[config.mk]
export PLATFORM = sky130hd
export DESIGN_NAME = uart_parity_unit
export DESIGN_NICKNAME = d
export VERILOG_FILES = /design/src/rtl/uart_pkg.sv /design/src/rtl/parity_rx_accum.sv /design/src/rtl/uart_parity_unit.sv
export SDC_FILE = /design/constraint.sdc
export NUM_CORES = 1
export LEC_CHECK = 0
export CAP_MARGIN = 15
export CELL_PAD_IN_SITES_DETAIL_PLACEMENT = 1
export CELL_PAD_IN_SITES_GLOBAL_PLACEMENT = 1
export CORE_MARGIN = 4
export CORE_UTILIZATION = 36
export CTS_CLUSTER_SIZE = 40
export DETAILED_ROUTE_END_ITERATION = 7
export GPL_ROUTABILITY_DRIVEN = 0
export PLACE_DENSITY = 0.8
export RECOVER_POWER = 100
export SLEW_MARGIN = 20
export SYNTH_ARGS = -nofsm -noshare
export SYNTH_HDL_FRONTEND = slang
export SYNTH_SLANG_ARGS = --single-unit
[constraint.sdc]
create_clock -name clk -period 3.6 [get_ports clk]
set_input_delay 0.36 -clock clk [delete_from_list [all_inputs] [get_ports clk]]
set_output_delay 0.36 -clock clk [all_outputs]
set_load 0.05 [all_outputs]
[src/rtl/uart_pkg.sv]
// Shared UART parity definitions: parity-mode codes, RX parity FSM states and
// the expected-parity function used by both the TX and RX paths.
package uart_pkg;

    localparam logic [1:0] PAR_EVEN  = 2'b00;
    localparam logic [1:0] PAR_ODD   = 2'b01;
    localparam logic [1:0] PAR_MARK  = 2'b10;
    localparam logic [1:0] PAR_SPACE = 2'b11;

    typedef enum logic [1:0] {
        IDLE,
        DATA,
        PARITY
    } rx_par_state_t;

    // acc_xor is the XOR-reduction of the data bits
    function automatic logic exp_parity(input logic acc_xor, input logic [1:0] par_type);
        logic p;
        case (par_type)
            PAR_EVEN:  p = acc_xor;
            PAR_ODD:   p = ~acc_xor;
            PAR_MARK:  p = 1'b1;
            default:   p = 1'b0;
        endcase
        return p;
    endfunction

endpackage

[src/rtl/parity_rx_accum.sv]
// Purpose: bit-serial RX parity accumulator, bit counter and frame FSM.
// Latency: rx_done/rx_par_err registered, one cycle after the last valid bit.
// Backpressure: none; every rx_bit_valid pulse is consumed, rx_start always wins.
module parity_rx_accum
    import uart_pkg::*;
#(
    parameter int DATA_WIDTH = 8,
    parameter int CNT_W      = 4
) (
    input  logic       clk,
    input  logic       rst,
    input  logic       par_en,
    input  logic [1:0] par_type,
    input  logic       rx_start,
    input  logic       rx_bit_valid,
    input  logic       rx_bit,
    output logic       rx_busy,
    output logic       rx_done,
    output logic       rx_par_err
);

    localparam logic [CNT_W-1:0] LAST_BIT = CNT_W'(DATA_WIDTH - 1);

    rx_par_state_t    state;
    logic             acc;
    logic [CNT_W-1:0] cnt;
    logic             cfg_en;
    logic [1:0]       cfg_type;

    always_ff @(posedge clk or negedge rst) begin
        if (!rst) begin
            state      <= IDLE;
            acc        <= 1'b0;
            cnt        <= '0;
            cfg_en     <= 1'b0;
            cfg_type   <= PAR_EVEN;
            rx_busy    <= 1'b0;
            rx_done    <= 1'b0;
            rx_par_err <= 1'b0;
        end else begin
            rx_done    <= 1'b0;
            rx_par_err <= 1'b0;
            // A start pulse restarts from any state and swallows a coincident bit
            if (rx_start) begin
                state    <= DATA;
                acc      <= 1'b0;
                cnt      <= '0;
                cfg_en   <= par_en;
                cfg_type <= par_type;
                rx_busy  <= 1'b1;
            end else if (rx_bit_valid) begin
                case (state)
                    DATA: begin
                        acc <= acc ^ rx_bit;
                        cnt <= cnt + CNT_W'(1);
                        if (cnt == LAST_BIT) begin
                            if (cfg_en) begin
                                state <= PARITY;
                            end else begin
                                state   <= IDLE;
                                rx_busy <= 1'b0;
                                rx_done <= 1'b1;
                            end
                        end
                    end
                    PARITY: begin
                        rx_par_err <= (rx_bit != exp_parity(acc, cfg_type));
                        rx_done    <= 1'b1;
                        rx_busy    <= 1'b0;
                        state      <= IDLE;
                    end
                    default: ;
                endcase
            end
        end
    end

endmodule

[src/rtl/uart_parity_unit.sv]
// Purpose: UART parity generator (parallel TX) and checker (serial RX) with sticky error.
// Latency: tx_parity one cycle after tx_load; RX result one cycle after the last bit.
// Backpressure: none; strobes are accepted every cycle, err_sticky set wins over err_clr.
module uart_parity_unit
    import uart_pkg::*;
#(
    parameter int DATA_WIDTH = 8,
    parameter int CNT_W      = 4
) (
    input  logic                  clk,
    input  logic                  rst,
    input  logic                  par_en,
    input  logic [1:0]            par_type,
    input  logic                  tx_load,
    input  logic [DATA_WIDTH-1:0] tx_data,
    output logic                  tx_parity,
    input  logic                  rx_start,
    input  logic                  rx_bit_valid,
    input  logic                  rx_bit,
    output logic                  rx_busy,
    output logic                  rx_done,
    output logic                  rx_par_err,
    output logic                  err_sticky,
    input  logic                  err_clr
);

    always_ff @(posedge clk or negedge rst) begin
        if (!rst) begin
            tx_parity <= 1'b0;
        end else if (tx_load) begin
            tx_parity <= par_en & exp_parity(^tx_data, par_type);
        end
    end

    parity_rx_accum #(
        .DATA_WIDTH (DATA_WIDTH),
        .CNT_W      (CNT_W)
    ) u_rx_accum (
        .clk          (clk),
        .rst          (rst),
        .par_en       (par_en),
        .par_type     (par_type),
        .rx_start     (rx_start),
        .rx_bit_valid (rx_bit_valid),
        .rx_bit       (rx_bit),
        .rx_busy      (rx_busy),
        .rx_done      (rx_done),
        .rx_par_err   (rx_par_err)
    );

    // Set from the registered error so an err_clr in the rx_done cycle loses
    always_ff @(posedge clk or negedge rst) begin
        if (!rst) begin
            err_sticky <= 1'b0;
        end else if (rx_done && rx_par_err) begin
            err_sticky <= 1'b1;
        end else if (err_clr) begin
            err_sticky <= 1'b0;
        end
    end

endmodule

==> impl_metrics.json <==
{
  "run_status": "finished clean",
  "regMostFlops": "u_rx_accum.cnt",
  "skew_ns": 0.0103,
  "synth_seq_area_share": 0.495,
  "synth_seq_cells": 15,
  "overflow": 0,
  "initialDrtViolationCount": 7,
  "yosys.area.top_type_share": 0.495,
  "die_h_um": 53.9,
  "final_cell_mix": "dfrtp_1 (15), clkdlybuf4s50_1 (13), dlygate4sd3_1 (9)",
  "grt_pass1_vias": 670,
  "leakagePower_nw": 0.449,
  "cp.depth": 1,
  "rr_worst_depth": 6,
  "finalCriticalPeriod_ns": 1.86,
  "vias_per_cell": 4.91,
  "synth_cell_types": 19,
  "slowest_delay_ns": 0.88,
  "fin_ws_ns": 1.74,
  "p_per_area_mw_per_mm2": 333,
  "muxShareOfSynthArea": 0.0446,
  "synth_xor_area_frac": 0.139,
  "critPathKind": "register to output port",
  "top_regs": "u_rx_accum.cnt x4, u_rx_accum.cfg_type x2, u_rx_accum.state x2",
  "critical_path_required_ns": 3.24,
  "place_ws_ns": 1.68,
  "ys_warn_count": 0,
  "drive_gt1_frac": 0.0737,
  "start_util": 0.383,
  "slew_violations": 0,
  "post_cts_buffers": 0,
  "largest_reg_flops": 4,
  "drt_drc_violations_left": 0,
  "setup_violations": 0,
  "final_nets": 117,
  "rsz0062_at_grt": "false",
  "final-hold-violation-count": 0,
  "row_count": 16,
  "via_count": 599,
  "grt_max_degree": 16,
  "setup_tns_ns": 0,
  "grt_pass1_wl_um": 2660,
  "fp.dieW_um": 53.9,
  "track_usage": 0.134,
  "clkSinkCount": 15,
  "post-route-period-util": 0.518,
  "path_delay_family": "buffers and inverters",
  "path_clk_slew_ns": 0.08,
  "cp_slowest_cell": "dlygate4sd3_1",
  "crit_chain": "dlygate4sd3_1",
  "antenna_found_initial": 0,
  "hold_path.class": "register to register",
  "die-area_sq_mm": 0.00290,
  "syn_nets": 92,
  "synth.area.top_cells": "dfrtp_1 (50%), xnor2_1 (8.1%), xor2_1 (5.8%), ha_1 (5.0%), mux2_2 (4.5%)",
  "cp_max_fo": 2,
  "hold_slack_ns": 0.477,
  "endpoint_kind": "output port",
  "synth_top_family_by_area": "simple AND/OR/NAND/NOR gates",
  "routed_wl_um": 1560,
  "ios": 23,
  "synth-simple-area-share": 0.162,
  "ir_drop_mv": 0.178,
  "cts.htree.levels": 1,
  "syn_area_sq_um": 758,
  "post_cts_resized": 0,
  "syn_inst": 71,
  "postPlaceCellArea_sq_mm": 0.00100,
  "finalInstanceArea_sq_mm": 0.00103,
  "syn_to_final_growth_pct": 36.1,
  "avgSynthCellArea_sq_um": 10.7,
  "tightest_slew_ns": 0.664,
  "drv_cap": 0,
  "holdPathStages": 1,
  "fmax_mhz": 537,
  "wl_per_cell_um": 12.8,
  "cts_made_buffers": 3,
  "slew_headroom": 0.556,
  "cp-start-kind": "register",
  "cts-hold-fix-buffers": 0,
  "core_sq_mm": 0.00198,
  "dr.pass1.iters": 2,
  "worstSkewPairLatency_ns": 0.28,
  "synth_top_cell_by_area": "dfrtp_1",
  "final_common_cell": "dfrtp_1",
  "port_buffers": 22,
  "dp_hpwl_um": 1240,
  "arrival_ns": 1.50,
  "crit_buf_inv": 1,
  "power_mw": 0.344,
  "synth_fa_ha_area_frac": 0.0495,
  "num_antenna_cells": 0,
  "cts_tree": "built",
  "ctsLongestPathBuffers": 2,
  "synth_compound_area_frac": 0.0858,
  "ant_nets": 0,
  "cts-root-buf": "clkbuf_4"
}
-- kinds of logic after synthesis --
family	Yosys count
AND/OR/NAND/NOR	22
flip-flops	15
XOR/XNOR	12
AO/OA/AOI/OAI	11
buffers and inverters	5
multiplexers	3
adder cells (fa/ha/maj)	3
-- per-layer routing --
metal / track usage / wire [um] / vias to the layer above
met1: 0.140 / 659 / 283
met4: 0.0894 / 35 / 0
met5: 0 / 0 / -
met3: 0.0360 / 110 / 4
met2: 0.232 / 753 / 22
li1: - / - / 290
-- metrics by stage --
step,util,instances
finish,0.521,122
floorplan,-,71
CTS,0.521,122
detailed placement,0.507,118
global placement,0.507,118
global route,0.521,122
-- power breakdown --
| group | leakage, nW | internal [mW] | switching (mW) | total, mW |
|---|---|---|---|---|
| Sequential | 0.189 | 0.177 | 0.00571 | 0.182 |
| Clock | 0.0177 | 0.0412 | 0.0521 | 0.0933 |
| Combinational | 0.242 | 0.0381 | 0.0305 | 0.0686 |
-- worst register-to-register path, cell delays in order (launching register included) --
cell	delay, ns
dfrtp_1	0.40
inv_1	0.07
ha_1	0.27
and4b_1	0.26
nor2b_1	0.17
nor2_1	0.06
nor4b_1	0.24
-- final timing paths --
check / start / end / slack, ns
min in group asynchronous: rst / u_rx_accum.cnt[2] / 0.54
setup reg to reg: u_rx_accum.state[1] / u_rx_accum.rx_done / 2.01
max in group asynchronous: rst / tx_parity / 2.63
hold / removal: u_rx_accum.rx_busy / u_rx_accum.rx_busy / 0.48
hold reg to reg: u_rx_accum.rx_busy / u_rx_accum.rx_busy / 0.48
setup / recovery: err_sticky / err_sticky / 1.74
-- cell usage after synthesis --
library cell	instances
dfrtp_1	15
xnor2_1	7
nor2_1	5
o21ai_0	5
xor2_1	5
nand2_1	4
nand3_1	4
a21oi_1	3
ha_1	3
inv_1	3
mux2_2	3
nor2b_1	3
a21o_1	2
and4b_1	2
clkbuf_1	2
or3_1	2
a41o_1	1
nand4b_1	1
nor4b_1	1
-- final cells by class --
| type | count | area (sq um) |
|---|---|---|
| fill | 220 | 950 |
| sequential | 15 | 375 |
| multi-input combinational | 51 | 364 |
| timing repair buffer | 22 | 220 |
| tap | 27 | 33.8 |
| clock buffer | 3 | 22.5 |
| inverter | 3 | 11.3 |
| clock inverter | 1 | 5.00 |
Note: power is estimated with default switching activity, not from simulation.
